**config.mk**
```make
export PLATFORM = sky130hd
export DESIGN_NAME = osd_glyph_fetch_arb
export DESIGN_NICKNAME = d
export VERILOG_FILES = /design/src/rtl/osd_glyph_fetch_arb.sv
export SDC_FILE = /design/constraint.sdc
export NUM_CORES = 1
export LEC_CHECK = 0
export CAP_MARGIN = 20
export CORE_MARGIN = 1.5
export CORE_UTILIZATION = 30
export CTS_CLUSTER_DIAMETER = 200
export CTS_CLUSTER_SIZE = 20
export DETAILED_ROUTE_END_ITERATION = 6
export GPL_TIMING_DRIVEN = 1
export SETUP_SLACK_MARGIN = 0.15
export SYNTH_ARGS = -nofsm -noshare
export SYNTH_HDL_FRONTEND = slang
export SYNTH_SLANG_ARGS = --single-unit
```
**constraint.sdc**
```tcl
create_clock -name clk -period 1.7 [get_ports clk]
set_input_delay 0.34 -clock clk [delete_from_list [all_inputs] [get_ports clk]]
set_output_delay 0.34 -clock clk [all_outputs]
set_load 0.005 [all_outputs]
```
**src/rtl/osd_glyph_fetch_arb.sv**
```systemverilog
`default_nettype none
// ============================================================================
// Module   : osd_glyph_fetch_arb
// Purpose  : Two-requester round-robin arbiter that fetches OSD glyph rows
//            from an external character ROM. A requester asks for one row,
//            or for a burst of every row of one glyph. It gets one ROM read
//            per clock. Each row read comes back as a one-cycle response.
// Ports    : clk, rst            - clock, asynchronous active-high reset
//            reqN_valid/code/row/burst, reqN_ready (N=0,1)
//                                - request handshake per requester
//            rom_addr            - registered ROM address {code,row}
//            rom_rd_data         - ROM data, one cycle after address sample
//            resp_valid/id/row/data/last
//                                - response strobe and payload
//            busy                - burst running or response in flight
// Revision : 1.0 - initial release
// ============================================================================
module osd_glyph_fetch_arb #(
    parameter int CODE_W     = 7,
    parameter int ROW_W      = 4,
    parameter int DATA_WIDTH = 9
) (
    input  logic                      clk,
    input  logic                      rst,
    input  logic                      req0_valid,
    input  logic [CODE_W-1:0]         req0_code,
    input  logic [ROW_W-1:0]          req0_row,
    input  logic                      req0_burst,
    output logic                      req0_ready,
    input  logic                      req1_valid,
    input  logic [CODE_W-1:0]         req1_code,
    input  logic [ROW_W-1:0]          req1_row,
    input  logic                      req1_burst,
    output logic                      req1_ready,
    output logic [CODE_W+ROW_W-1:0]   rom_addr,
    input  logic [DATA_WIDTH-1:0]     rom_rd_data,
    output logic                      resp_valid,
    output logic                      resp_id,
    output logic [ROW_W-1:0]          resp_row,
    output logic [DATA_WIDTH-1:0]     resp_data,
    output logic                      resp_last,
    output logic                      busy
);

    localparam logic [ROW_W-1:0] c_ROW_LAST = {ROW_W{1'b1}};

    localparam logic [0:0] c_ST_IDLE  = 1'b0;
    localparam logic [0:0] c_ST_BURST = 1'b1;

    logic [0:0]        r_state;
    logic [0:0]        w_state_nxt;

    // Id of the most recent grant; the other requester wins the next tie.
    logic              r_last_grant;

    logic              w_pick1;
    logic              w_accept;
    logic [CODE_W-1:0] w_sel_code;
    logic [ROW_W-1:0]  w_sel_row;
    logic              w_sel_burst;

    // Burst context: glyph code, owner and the next row to issue.
    logic [CODE_W-1:0] r_burst_code;
    logic              r_burst_id;
    logic [ROW_W-1:0]  r_burst_row;

    // Metadata that travels with each address. The issue stage lines up with
    // rom_addr. The read stage lines up with the ROM access. Response regs
    // then capture rom_rd_data.
    logic              r_iss_valid;
    logic              r_iss_id;
    logic [ROW_W-1:0]  r_iss_row;
    logic              r_iss_last;
    logic              r_rd_valid;
    logic              r_rd_id;
    logic [ROW_W-1:0]  r_rd_row;
    logic              r_rd_last;

    // ---------------------------------------------------------------- FSM
    always_ff @(posedge clk or posedge rst) begin
        if (rst) begin
            r_state <= c_ST_IDLE;
        end else begin
            r_state <= w_state_nxt;
        end
    end

    always_comb begin
        w_state_nxt = r_state;
        case (r_state)
            c_ST_IDLE:  if (w_accept && w_sel_burst) w_state_nxt = c_ST_BURST;
            // Leave on the edge that issues the final row.
            c_ST_BURST: if (r_burst_row == c_ROW_LAST) w_state_nxt = c_ST_IDLE;
            default:    w_state_nxt = c_ST_IDLE;
        endcase
    end

    // Grant logic. Ready is only given to a requester that is valid. On a
    // tie, the requester that was not granted last time wins.
    always_comb begin
        req0_ready = 1'b0;
        req1_ready = 1'b0;
        w_pick1    = 1'b0;
        w_accept   = 1'b0;
        if (r_state == c_ST_IDLE) begin
            w_pick1    = req1_valid & (~req0_valid | ~r_last_grant);
            w_accept   = req0_valid | req1_valid;
            req0_ready = req0_valid & ~w_pick1;
            req1_ready = w_pick1;
        end
    end

    assign w_sel_code  = w_pick1 ? req1_code  : req0_code;
    assign w_sel_row   = w_pick1 ? req1_row   : req0_row;
    assign w_sel_burst = w_pick1 ? req1_burst : req0_burst;

    assign busy = (r_state == c_ST_BURST) | r_iss_valid | r_rd_valid;

    // ------------------------------------------------------------ datapath
    always_ff @(posedge clk or posedge rst) begin
        if (rst) begin
            r_last_grant <= 1'b1;
            rom_addr     <= '0;
            r_burst_code <= '0;
            r_burst_id   <= 1'b0;
            r_burst_row  <= '0;
            r_iss_valid  <= 1'b0;
            r_iss_id     <= 1'b0;
            r_iss_row    <= '0;
            r_iss_last   <= 1'b0;
            r_rd_valid   <= 1'b0;
            r_rd_id      <= 1'b0;
            r_rd_row     <= '0;
            r_rd_last    <= 1'b0;
            resp_valid   <= 1'b0;
            resp_id      <= 1'b0;
            resp_row     <= '0;
            resp_data    <= '0;
            resp_last    <= 1'b0;
        end else begin
            r_iss_valid <= 1'b0;
            if (r_state == c_ST_BURST) begin
                rom_addr    <= {r_burst_code, r_burst_row};
                r_iss_valid <= 1'b1;
                r_iss_id    <= r_burst_id;
                r_iss_row   <= r_burst_row;
                r_iss_last  <= (r_burst_row == c_ROW_LAST);
                r_burst_row <= r_burst_row + 1'b1;
            end else if (w_accept) begin
                r_last_grant <= w_pick1;
                r_iss_valid  <= 1'b1;
                r_iss_id     <= w_pick1;
                if (w_sel_burst) begin
                    rom_addr     <= {w_sel_code, {ROW_W{1'b0}}};
                    r_burst_code <= w_sel_code;
                    r_burst_id   <= w_pick1;
                    r_burst_row  <= ROW_W'(1);
                    r_iss_row    <= '0;
                    r_iss_last   <= 1'b0;
                end else begin
                    rom_addr   <= {w_sel_code, w_sel_row};
                    r_iss_row  <= w_sel_row;
                    r_iss_last <= 1'b1;
                end
            end

            r_rd_valid <= r_iss_valid;
            r_rd_id    <= r_iss_id;
            r_rd_row   <= r_iss_row;
            r_rd_last  <= r_iss_last;

            resp_valid <= r_rd_valid;
            if (r_rd_valid) begin
                resp_id   <= r_rd_id;
                resp_row  <= r_rd_row;
                resp_last <= r_rd_last;
                resp_data <= rom_rd_data;
            end
        end
    end

endmodule
`default_nettype wire

```
==> reports/metrics.cfg, run 1 <==
[outcome]
status = completed

[synthesis]
synth-main-ff-cell = dfrtp_1
seq_area_frac_synth = 0.6158
synth_area_um2 = 2074
synth-async-reset-ratio = 1.000
synth-seq-cells = 51
yosys_warnings = 0
syn_avg_cell_area_um2 = 13.21
synthCells = 157
synthTopCellsByArea = dfrtp_1, mux2_2, a221o_1
synth_edf_count = 0
netlist-cell-type-count = 36
synth_top_area_frac = 0.6031
synth_fp_nets = 195
synth_area_leader_cell = dfrtp_1

[layout]
multi_input_area_um2 = 762.0
layout-drive-gt1-share = 0.2581
area_growth_syn_to_layout_pct = 53.56
layoutNonFillerInstCount = 328
seqCellArea_um2 = 1277
num_antenna_cells = 0
nets = 286
fillers = 621

[placed_design]
io_buffers = 66
gp_congestion = 0.7349
place_ws_ns = -0.3427
dpl.hpwl_um = 3312
dpl.cell_count = 309

[routing]
drt-total-wl_um = 4702
avgRoutedWirePerCell_um = 14.34
drc = 0
firstDrtPassIters = 4
postRouteAntennaNets = 0
vias = 1593
via_per_inst = 4.857
drtIter0Drc = 74

[sta]
fin_ws_ns = 0.09859
slew_headroom = 0.7391
worst_slew_pin_slew_ns = 0.3905
setup_viol = 0
rsz0062_at_grt = yes
drv_slew = 0
post-route-period-util = 0.9420
fin_skew_ns = 0.008681
fmax_mhz = 624.5
period_minus_slack_ns = 1.601
hold_viol = 0

[pwr]
p_per_area_nw_per_um2 = 1433
pwr-share-clk = 0.177
swShare = 0.2928
p_seq_frac = 0.430
power_mw = 4.563
p_int_mw = 3.227
leakagePower_nw = 1.466
ir_drop_v = 0.0005609
switching_power_mw = 1.336
combPwrFrac = 0.393

[critical_path]
cp_max_fo = 3
path_common_cell = buf_6
start_kind = flip-flop
crit_buf_inv = 2
endpoint_kind = output port
max_stage_delay_ns = 0.55
critPathTopFamily = flip-flops
crit_required_ns = 1.36
critPathSlowestCell = dfstp_2
path_cells = buf_6 > a21boi_4 > and2_4 > buf_6
arrival_ns = 1.26
crit_type = flip-flop to output port

[worst_hold_path]
min_path_type = input port to async pin

[floorplanning]
rows = 30
ios = 67
die_w_um = 86.16
core_area_um2 = 6756
start_util = 0.3070
fp.dieH_um = 86.16
die_area_um2 = 7423

[run]
cap_violations = 0

[clock_tree]
cts_made_buffers = 5
cts_tree = yes
h-tree-depth = 2
clk_pin_slew_ns = 0.09
clk_latency_ns = 0.29
root_buffer = clkbuf_8
cts.sinks = 51
clock_path_buffers = 2
hold_buffers = 0

[grt]
grtUsageTotal = 0.1354
grt_pass1_wl_um = 7921
overflow = 0
grt_pass1_vias = 1640
antenna_found_initial = 0
grt_max_degree = 29

-- final cells by class --
cell class,count,area share
clock buffer,5,0.02160
clock inverter,2,0.01178
inverter,4,0.006677
multi-input combinational,92,0.2392
sequential,51,0.4010
tap,80,0.03142
timing repair buffer,94,0.2883
-- cell families after synthesis --
group                    synth area share
AND/OR/NAND/NOR                   0.05911
AO/OA/AOI/OAI                      0.1695
XOR/XNOR                         0.004223
buffers and inverters             0.03256
multiplexers                       0.1128
adder cells (fa/ha/maj)          0.006030
flip-flops                         0.6158
-- registers in the layout, indices dropped and copies added, names as in the netlist, 4 cells and up --
| name | cells |
|---|---|
| rom_addr | 11 |
| resp_data | 9 |
| r_burst_code | 7 |
| r_burst_row | 4 |
| r_rd_row | 4 |
| resp_row | 4 |
-- cell usage in the layout, fill, tap and decap left out, types with 2 or more instances in the layout --
master	Yosys	routed
clkdlybuf4s50_1	0	50
dfrtp_1	50	50
buf_4	1	22
mux2_2	15	15
dlymetal6s2s_1	0	11
a22o_1	9	9
nor2_1	9	9
a221o_1	8	8
nand2_1	8	8
a32oi_1	7	7
buf_6	1	6
o21ai_1	5	5
mux2i_1	5	5
clkbuf_8	0	5
a31oi_1	5	4
inv_1	3	2
and2_1	2	2
o21ai_0	2	2
clkinvlp_4	0	2
o221ai_1	2	2
dlygate4sd2_1	0	2
buf_2	3	2
-- power groups by stage --
stage	registers [mW]	logic [mW]	clock network [mW]
2_1_floorplan	1.95	0.823	0
5_1_grt	2.02	1.97	0.900
3_3_place_gp	2.00	1.55	0
6_report	1.96	1.79	0.810
3_5_place_dp	2.01	1.58	0
4_1_cts	1.97	1.70	0.846
-- worst paths after layout --
path                       cells past startpoint  slack (ns)         start              end
setup / recovery                               4         0.1  r_last_grant       req1_ready
hold / removal                                 2        0.38           rst      resp_row[0]
setup reg to reg                               6        0.11  r_last_grant  r_burst_code[1]
hold reg to reg                                0        0.38   r_iss_valid       r_rd_valid
max in group asynchronous                      3        0.89           rst     resp_data[4]
min in group clk                               0        0.38   r_iss_valid       r_rd_valid
-- cells in the mapped netlist, types with 2 or more instances --
| master | instances |
|---|---|
| a32oi_1 | 7 |
| a31oi_1 | 5 |
| and2_1 | 2 |
| mux2i_1 | 5 |
| buf_2 | 3 |
| o221ai_1 | 2 |
| dfrtp_1 | 50 |
| a221o_1 | 8 |
| inv_1 | 3 |
| clkbuf_1 | 4 |
| nand2_1 | 8 |
| o21ai_1 | 5 |
| o21ai_0 | 2 |
| nor2_1 | 9 |
| a22o_1 | 9 |
| mux2_2 | 15 |
-- through the flow --
stage	utilization	TNS, ns	instance area (um^2)	hold WS, ns
after floorplan	-	0	2078	0.3461
after global placement	0.4320	-4.568	2919	0.3524
after detailed placement	0.4320	-5.294	2919	0.3577
after CTS	0.4556	0	3078	0.3757
after global routing	0.4715	0	3186	0.3756
final	0.4715	0	3186	0.3760
-- per-layer routing --
metal  track usage  share of wire
met1        0.1810           0.47
met2        0.2176           0.48
met3       0.02984          0.041
met4       0.04692         0.0047
met5             0              0
-- what timing repair did --
item / in CTS / in global routing
setup endpoints to repair: 16 / 42
resized for setup: 20 / 17
pin swaps: 2 / 3
setup buffers: 5 / 7
Power figures use the tool's default switching activity.
==> run 2: changes to the inputs <==
SKIP_LAST_GASP = 1   (was unset)
==> results of run 2 <==
The final DEF is identical to that of run 1; final timing and power are the same.
